File: src/rtl/tty_writer_pkg.sv
// ---------------------------------------------------------------------------
// tty_writer_pkg
// Shared constants, state encoding and helpers for the text console writer.
// Revision: 1.0
// ---------------------------------------------------------------------------
`default_nettype none

package tty_writer_pkg;

  // Control codes recognised by the writer
  localparam logic [7:0] CH_BS = 8'h08;
  localparam logic [7:0] CH_LF = 8'h0A;
  localparam logic [7:0] CH_FF = 8'h0C;
  localparam logic [7:0] CH_CR = 8'h0D;

  // Fill byte used for screen/line clears and backspace erase
  localparam logic [7:0] BLANK = 8'h20;

  // Default text geometry
  localparam int DEF_COLS = 32;
  localparam int DEF_ROWS = 30;

  // Writer states
  typedef enum logic [1:0] {
    ST_INIT_CLR = 2'd0,
    ST_IDLE     = 2'd1,
    ST_CLR_ALL  = 2'd2,
    ST_CLR_LINE = 2'd3
  } tty_state_t;

  // True for bytes that are drawn as glyphs (space through tilde)
  function automatic logic is_printable(input logic [7:0] b);
    return (b >= 8'h20) && (b <= 8'h7E);
  endfunction

endpackage

`default_nettype wire

File: src/rtl/tty_writer_vm_addr_gen.sv
// ---------------------------------------------------------------------------
// vm_addr_gen
// Maps a (row, col) text position to the 12-bit video memory address.
// Shared with the display-side read address so both agree on the layout.
// Revision: 1.0
// ---------------------------------------------------------------------------
`default_nettype none

module vm_addr_gen
  import tty_writer_pkg::*;
(
  input  logic [4:0]  i_row,
  input  logic [4:0]  i_col,
  output logic [11:0] o_addr
);

  // Row in bits [9:5], column in bits [4:0]; top two bits unused by text RAM
  assign o_addr = {2'b00, i_row, i_col};

endmodule

`default_nettype wire

File: src/rtl/tty_writer.sv
// ---------------------------------------------------------------------------
// tty_writer
// Character-stream front end for text-mode video memory: accepts ASCII bytes,
// tracks a cursor, interprets CR/LF/BS/FF and issues single-cycle VM writes.
// Revision: 1.0
// ---------------------------------------------------------------------------
`default_nettype none

module tty_writer
  import tty_writer_pkg::*;
#(
  parameter int         COLS  = DEF_COLS,
  parameter int         ROWS  = DEF_ROWS,
  parameter logic [7:0] BLANK = tty_writer_pkg::BLANK
) (
  input  logic        clk_50mhz,
  input  logic        rst,
  input  logic [7:0]  ch_data,
  input  logic        ch_valid,
  output logic        ch_ready,
  input  logic        clr,
  output logic        vm_we,
  output logic [11:0] vm_addr,
  output logic [7:0]  vm_din,
  output logic [4:0]  cur_row,
  output logic [4:0]  cur_col,
  output logic        busy
);

  localparam logic [4:0] COL_LAST = 5'(COLS - 1);
  localparam logic [4:0] ROW_LAST = 5'(ROWS - 1);

  // Registered state and outputs
  tty_state_t  r_state;
  logic [4:0]  r_clr_row;
  logic [4:0]  r_clr_col;
  logic [4:0]  r_row;
  logic [4:0]  r_col;
  logic        r_we;
  logic [11:0] r_addr;
  logic [7:0]  r_din;
  logic        r_ready;
  logic        r_busy;

  // Next-state values
  tty_state_t  w_nxt_state;
  logic [4:0]  w_nxt_clr_row;
  logic [4:0]  w_nxt_clr_col;
  logic [4:0]  w_nxt_row;
  logic [4:0]  w_nxt_col;
  logic        w_nxt_we;
  logic [7:0]  w_nxt_din;
  logic        w_nxt_idle;

  // Write position fed to the address mapper
  logic [4:0]  w_gen_row;
  logic [4:0]  w_gen_col;
  logic [11:0] w_gen_addr;

  // Row advance wraps at the bottom instead of scrolling
  function automatic logic [4:0] adv_row(input logic [4:0] row);
    return (row == ROW_LAST) ? 5'd0 : row + 5'd1;
  endfunction

  vm_addr_gen u_addr_gen (
    .i_row  (w_gen_row),
    .i_col  (w_gen_col),
    .o_addr (w_gen_addr)
  );

  // Next-state, cursor and write-request decode
  always_comb begin
    w_nxt_state   = r_state;
    w_nxt_clr_row = r_clr_row;
    w_nxt_clr_col = r_clr_col;
    w_nxt_row     = r_row;
    w_nxt_col     = r_col;
    w_nxt_we      = 1'b0;
    w_nxt_din     = BLANK;
    w_gen_row     = r_row;
    w_gen_col     = r_col;

    unique case (r_state)
      ST_INIT_CLR, ST_CLR_ALL: begin
        // A fresh clear request restarts a user clear; the power-on clear ignores it
        if (clr && (r_state == ST_CLR_ALL)) begin
          w_nxt_clr_row = 5'd0;
          w_nxt_clr_col = 5'd0;
        end else begin
          w_nxt_we  = 1'b1;
          w_gen_row = r_clr_row;
          w_gen_col = r_clr_col;
          if (r_clr_col == COL_LAST) begin
            w_nxt_clr_col = 5'd0;
            if (r_clr_row == ROW_LAST) begin
              w_nxt_clr_row = 5'd0;
              w_nxt_row     = 5'd0;
              w_nxt_col     = 5'd0;
              w_nxt_state   = ST_IDLE;
            end else begin
              w_nxt_clr_row = r_clr_row + 5'd1;
            end
          end else begin
            w_nxt_clr_col = r_clr_col + 5'd1;
          end
        end
      end

      ST_CLR_LINE: begin
        if (clr) begin
          w_nxt_clr_row = 5'd0;
          w_nxt_clr_col = 5'd0;
          w_nxt_state   = ST_CLR_ALL;
        end else begin
          // Cursor already sits at (new row, 0); blank that row left to right
          w_nxt_we  = 1'b1;
          w_gen_row = r_row;
          w_gen_col = r_clr_col;
          if (r_clr_col == COL_LAST) begin
            w_nxt_clr_col = 5'd0;
            w_nxt_state   = ST_IDLE;
          end else begin
            w_nxt_clr_col = r_clr_col + 5'd1;
          end
        end
      end

      ST_IDLE: begin
        if (clr) begin
          // Clear wins over a simultaneous byte; the byte stays unaccepted
          w_nxt_clr_row = 5'd0;
          w_nxt_clr_col = 5'd0;
          w_nxt_state   = ST_CLR_ALL;
        end else if (ch_valid) begin
          if (is_printable(ch_data)) begin
            w_nxt_we  = 1'b1;
            w_nxt_din = ch_data;
            if (r_col == COL_LAST) begin
              w_nxt_col     = 5'd0;
              w_nxt_row     = adv_row(r_row);
              w_nxt_clr_col = 5'd0;
              w_nxt_state   = ST_CLR_LINE;
            end else begin
              w_nxt_col = r_col + 5'd1;
            end
          end else begin
            unique case (ch_data)
              CH_LF: begin
                w_nxt_col     = 5'd0;
                w_nxt_row     = adv_row(r_row);
                w_nxt_clr_col = 5'd0;
                w_nxt_state   = ST_CLR_LINE;
              end
              CH_CR: begin
                w_nxt_col = 5'd0;
              end
              CH_BS: begin
                // No reverse wrap onto the previous row
                if (r_col != 5'd0) begin
                  w_nxt_col = r_col - 5'd1;
                  w_nxt_we  = 1'b1;
                  w_gen_col = r_col - 5'd1;
                end
              end
              CH_FF: begin
                w_nxt_clr_row = 5'd0;
                w_nxt_clr_col = 5'd0;
                w_nxt_state   = ST_CLR_ALL;
              end
              default: begin
                // Unrecognised control byte: consumed silently
              end
            endcase
          end
        end
      end

      default: begin
        w_nxt_state = ST_INIT_CLR;
      end
    endcase
  end

  assign w_nxt_idle = (w_nxt_state == ST_IDLE);

  // State register and registered outputs; address/data hold between writes
  always_ff @(posedge clk_50mhz or negedge rst) begin
    if (!rst) begin
      r_state   <= ST_INIT_CLR;
      r_clr_row <= 5'd0;
      r_clr_col <= 5'd0;
      r_row     <= 5'd0;
      r_col     <= 5'd0;
      r_we      <= 1'b0;
      r_addr    <= 12'd0;
      r_din     <= 8'd0;
      r_ready   <= 1'b0;
      r_busy    <= 1'b1;
    end else begin
      r_state   <= w_nxt_state;
      r_clr_row <= w_nxt_clr_row;
      r_clr_col <= w_nxt_clr_col;
      r_row     <= w_nxt_row;
      r_col     <= w_nxt_col;
      r_we      <= w_nxt_we;
      if (w_nxt_we) begin
        r_addr <= w_gen_addr;
        r_din  <= w_nxt_din;
      end
      r_ready   <= w_nxt_idle;
      r_busy    <= ~w_nxt_idle;
    end
  end

  assign ch_ready = r_ready;
  assign busy     = r_busy;
  assign vm_we    = r_we;
  assign vm_addr  = r_addr;
  assign vm_din   = r_din;
  assign cur_row  = r_row;
  assign cur_col  = r_col;

endmodule

`default_nettype wire

File: config.mk
export PLATFORM = sky130hd
export DESIGN_NAME = tty_writer
export DESIGN_NICKNAME = d
export VERILOG_FILES = /design/src/rtl/tty_writer_pkg.sv /design/src/rtl/tty_writer_vm_addr_gen.sv /design/src/rtl/tty_writer.sv
export SDC_FILE = /design/constraint.sdc
export NUM_CORES = 1
export LEC_CHECK = 0
export ABC_AREA = 1
export CAP_MARGIN = 20
export CORE_ASPECT_RATIO = 1.1
export CORE_MARGIN = 3
export CORE_UTILIZATION = 59
export CTS_BUF_LIST = sky130_fd_sc_hd__clkbuf_16
export DETAILED_ROUTE_END_ITERATION = 6
export GPL_TIMING_DRIVEN = 0
export HOLD_SLACK_MARGIN = 0.03
export PLACE_DENSITY_LB_ADDON = 0.3
export SYNTH_ARGS = -nofsm -noshare
export SYNTH_HDL_FRONTEND = slang
export SYNTH_HIERARCHICAL = 1
export SYNTH_SLANG_ARGS = --single-unit
File: constraint.sdc
create_clock -name clk_50mhz -period 2.8 [get_ports clk_50mhz]
set_clock_uncertainty 0.05 [all_clocks]
set_input_delay 0.28 -clock clk_50mhz [delete_from_list [all_inputs] [get_ports clk_50mhz]]
set_output_delay 0.28 -clock clk_50mhz [all_outputs]
set_load 0.03 [all_outputs]
==> flow_metrics.py <==
metrics = {
    "logic_synthesis": {
        "async_flop_share": 1.00,
        "ys_seq_area_frac": 0.370,
        "ys_warn_count": 6,
        "synth_top_flop_cell": "dfrtp_1",
        "synth-edff-count": 0,
        "ys_ff_latch": 45,
        "syn_area_um2": 3040,
        "synthCells": 413,
        "synth.distinct_cells": 39,
        "avgSynthCellArea_um2": 7.37,
    },
    "grt": {
        "grt_use_total": 0.262,
        "grt_pass1_vias": 2813,
        "overflow": 0,
        "grt_pass1_wl_mm": 12.3,
        "antenna_found_initial": 0,
        "grt_max_degree": 33,
    },
    "floorplan": {
        "io_pins": 45,
        "die_x_um": 74.5,
        "num_rows": 26,
        "die_h_um": 81.3,
        "floorplan.initialDensity": 0.632,
        "dieArea_um2": 6060,
        "core_area_um2": 4810,
    },
    "setup_path": {
        "critPathMaxStageDelay_ps": 450,
        "crit_type": "reg -> reg",
        "crit_chain": "ha_1 -> nand2_1 -> nor2_1 -> ha_1 -> nor2_1 -> nand3b_1 -> a21oi_2 -> nand3_2 -> nand2_1 -> o21ai_1",
        "endpoint_kind": "register",
        "crit_path_start_kind": "register",
        "path_max_fanout": 10,
        "cp.required_ps": 2920,
        "crit_family": "simple AND/OR/NAND/NOR gates",
        "cpMaxStageDelayCell": "dfrtp_1",
        "arrival_ps": 2330,
        "worst-path-buf-inv": 0,
    },
    "routing": {
        "drt_iter0_drc": 188,
        "via_per_inst": 5.37,
        "drt-total-wl_mm": 7.33,
        "wl_per_cell_um": 14.0,
        "final_antenna_net_count": 0,
        "firstDrtPassIters": 4,
        "num_vias": 2809,
        "drc_errors": 0,
    },
    "sta": {
        "post-route-min-period_ps": 2210,
        "fin_crit_sh": 0.789,
        "hold_viol_final": 0,
        "setup_viol": 0,
        "rsz0062_at_grt": "no",
        "fmax_ghz": 0.453,
        "fin_setup_tns_ps": 0,
        "slew_violations": 0,
    },
    "flow_run": {
        "max_cap_viol_count": 0,
    },
    "pwr": {
        "p_leak_uw": 0.00178,
        "ir_drop_v": 0.000470,
        "power_density_nw_per_um2": 628,
        "power_uw": 2350,
    },
    "clock_network": {
        "cts_root_buf": "clkbuf_16",
        "hold_buffers": 1,
        "clock_latency_ps": 280,
        "cts_tree": "yes",
        "cts-htree-levels": 2,
        "cts_resized": 0,
        "clockBufferDepth": 2,
        "post-cts-setup-buffers": 0,
        "cts_buffers": 5,
        "cts.sink_count": 45,
        "clk_pin_slew_worst_paths_ps": 70,
    },
    "cells_and_area": {
        "layout-drive-gt1-share": 0.165,
        "n_antenna_cell": 0,
        "syn_to_final_growth_pct": 22.9,
        "fin_nets": 487,
    },
    "min_path": {
        "hold_path_class": "in -> reg",
    },
    "placement": {
        "io_buffers": 43,
        "gp_congestion": 0.879,
        "dp_hpwl_mm": 5.56,
    },
    "outcome": {
        "status": "complete, no violations",
    },
}
==> layout make-up <==
class	instances	area [µm²]
Buffer	23	178
Clock buffer	5	125
Clock inverter	3	41.3
Fill cell	342	1080
Inverter	66	250
Multi-Input combinational cell	280	1490
Sequential cell	45	1130
Tap cell	56	70.1
Timing Repair Buffer	45	455
==> cell usage in the layout, fill, tap and decap left out, drive strengths merged, types with 3 or more instances in the layout <==
cell,n
ha,9
nand3b,3
o21ai,49
clkbuf,8
nor3,4
dfrtp,44
nand3,32
o22ai,3
nor2,47
buf,22
nand4,8
inv,66
nand2,106
clkdlybuf4s50,42
a21oi,6
o31ai,3
==> power by group <==
part           switching [µW]  total [µW]  internal (µW)
clock network             248         666            418
registers                 103         875            771
logic                     446         807            360
total                     797        2350           1550
==> synthesized netlist by cell type (all sizes together), types with 2 or more instances <==
cell type / count / area (µm²)
nand3: 32 / 188
clkbuf: 3 / 11.3
nor3: 4 / 20.0
nand2: 106 / 415
a21oi: 6 / 33.8
o22ai: 3 / 31.3
nand3b: 3 / 22.5
o21ai: 49 / 305
ha: 9 / 113
xor2: 2 / 17.5
o31ai: 3 / 22.5
inv: 66 / 250
nor2: 47 / 218
dfrtp: 44 / 1100
nand4: 8 / 50.1
buf: 20 / 166
==> worst register-to-register path: stages (launching register included) <==
cell and delay, ps:
dfrtp_1 450, ha_1 210, nand2_1 80, nor2_1 130, ha_1 260, nor2_1 60
nand3b_1 220, a21oi_2 200, nand3_2 220, nand2_1 140, o21ai_1 80
==> stage by stage <==
step | utilization | instance area (µm²) | instances | setup slack (ps) | hold slack, ps
final | 0.777 | 3740 | 523 | 591 | 283
after detailed placement | 0.740 | 3560 | 514 | 534 | 160
after floorplan | - | 3050 | 414 | 766 | -65.6
after global routing | 0.777 | 3740 | 523 | 386 | 293
after global placement | 0.737 | 3550 | 513 | 205 | 431
after CTS | 0.777 | 3740 | 523 | 604 | 285
==> per-layer routing <==
layer	routed length [µm]	vias to the layer above	track usage
met2	3850	82	0.477
met1	3030	1304	0.310
li1	-	1412	-
met4	93	0	0.0819
met3	360	11	0.0408
met5	0	-	0
==> final timing paths <==
| kind | from | endpoint | slack [ps] | depth (start not counted) |
|---|---|---|---|---|
| setup / recovery | r_clr_col[0] | cur_row[4] | 590 | 10 |
| hold / removal | clr | busy | 280 | 3 |
| setup reg to reg | r_clr_col[0] | cur_row[4] | 590 | 10 |
| hold reg to reg | vm_din[7] | vm_din[7] | 440 | 2 |
| max in group asynchronous | rst | busy | 1750 | 3 |
| min in group asynchronous | rst | vm_din[2] | 390 | 2 |
==> sequential cells by signal, indices dropped and copies added, names as in the netlist <==
name and flops:
busy 1, ch_ready 1, cur_col 5, cur_row 5, r_clr_col 5, r_clr_row 5, r_state 2, vm_addr 12
vm_din 8, vm_we 1
==> cells by family after synthesis <==
group                      share of synthesized area
buffers and inverters                          0.141
DFF                                            0.370
and+or+nand+nor                                0.302
AOI/OAI and AO/OA                              0.140
xor gates and xnor gates                     0.00864
other                                        0.00123
adders and majority gates                     0.0370
Power figures use the tool's default switching activity.
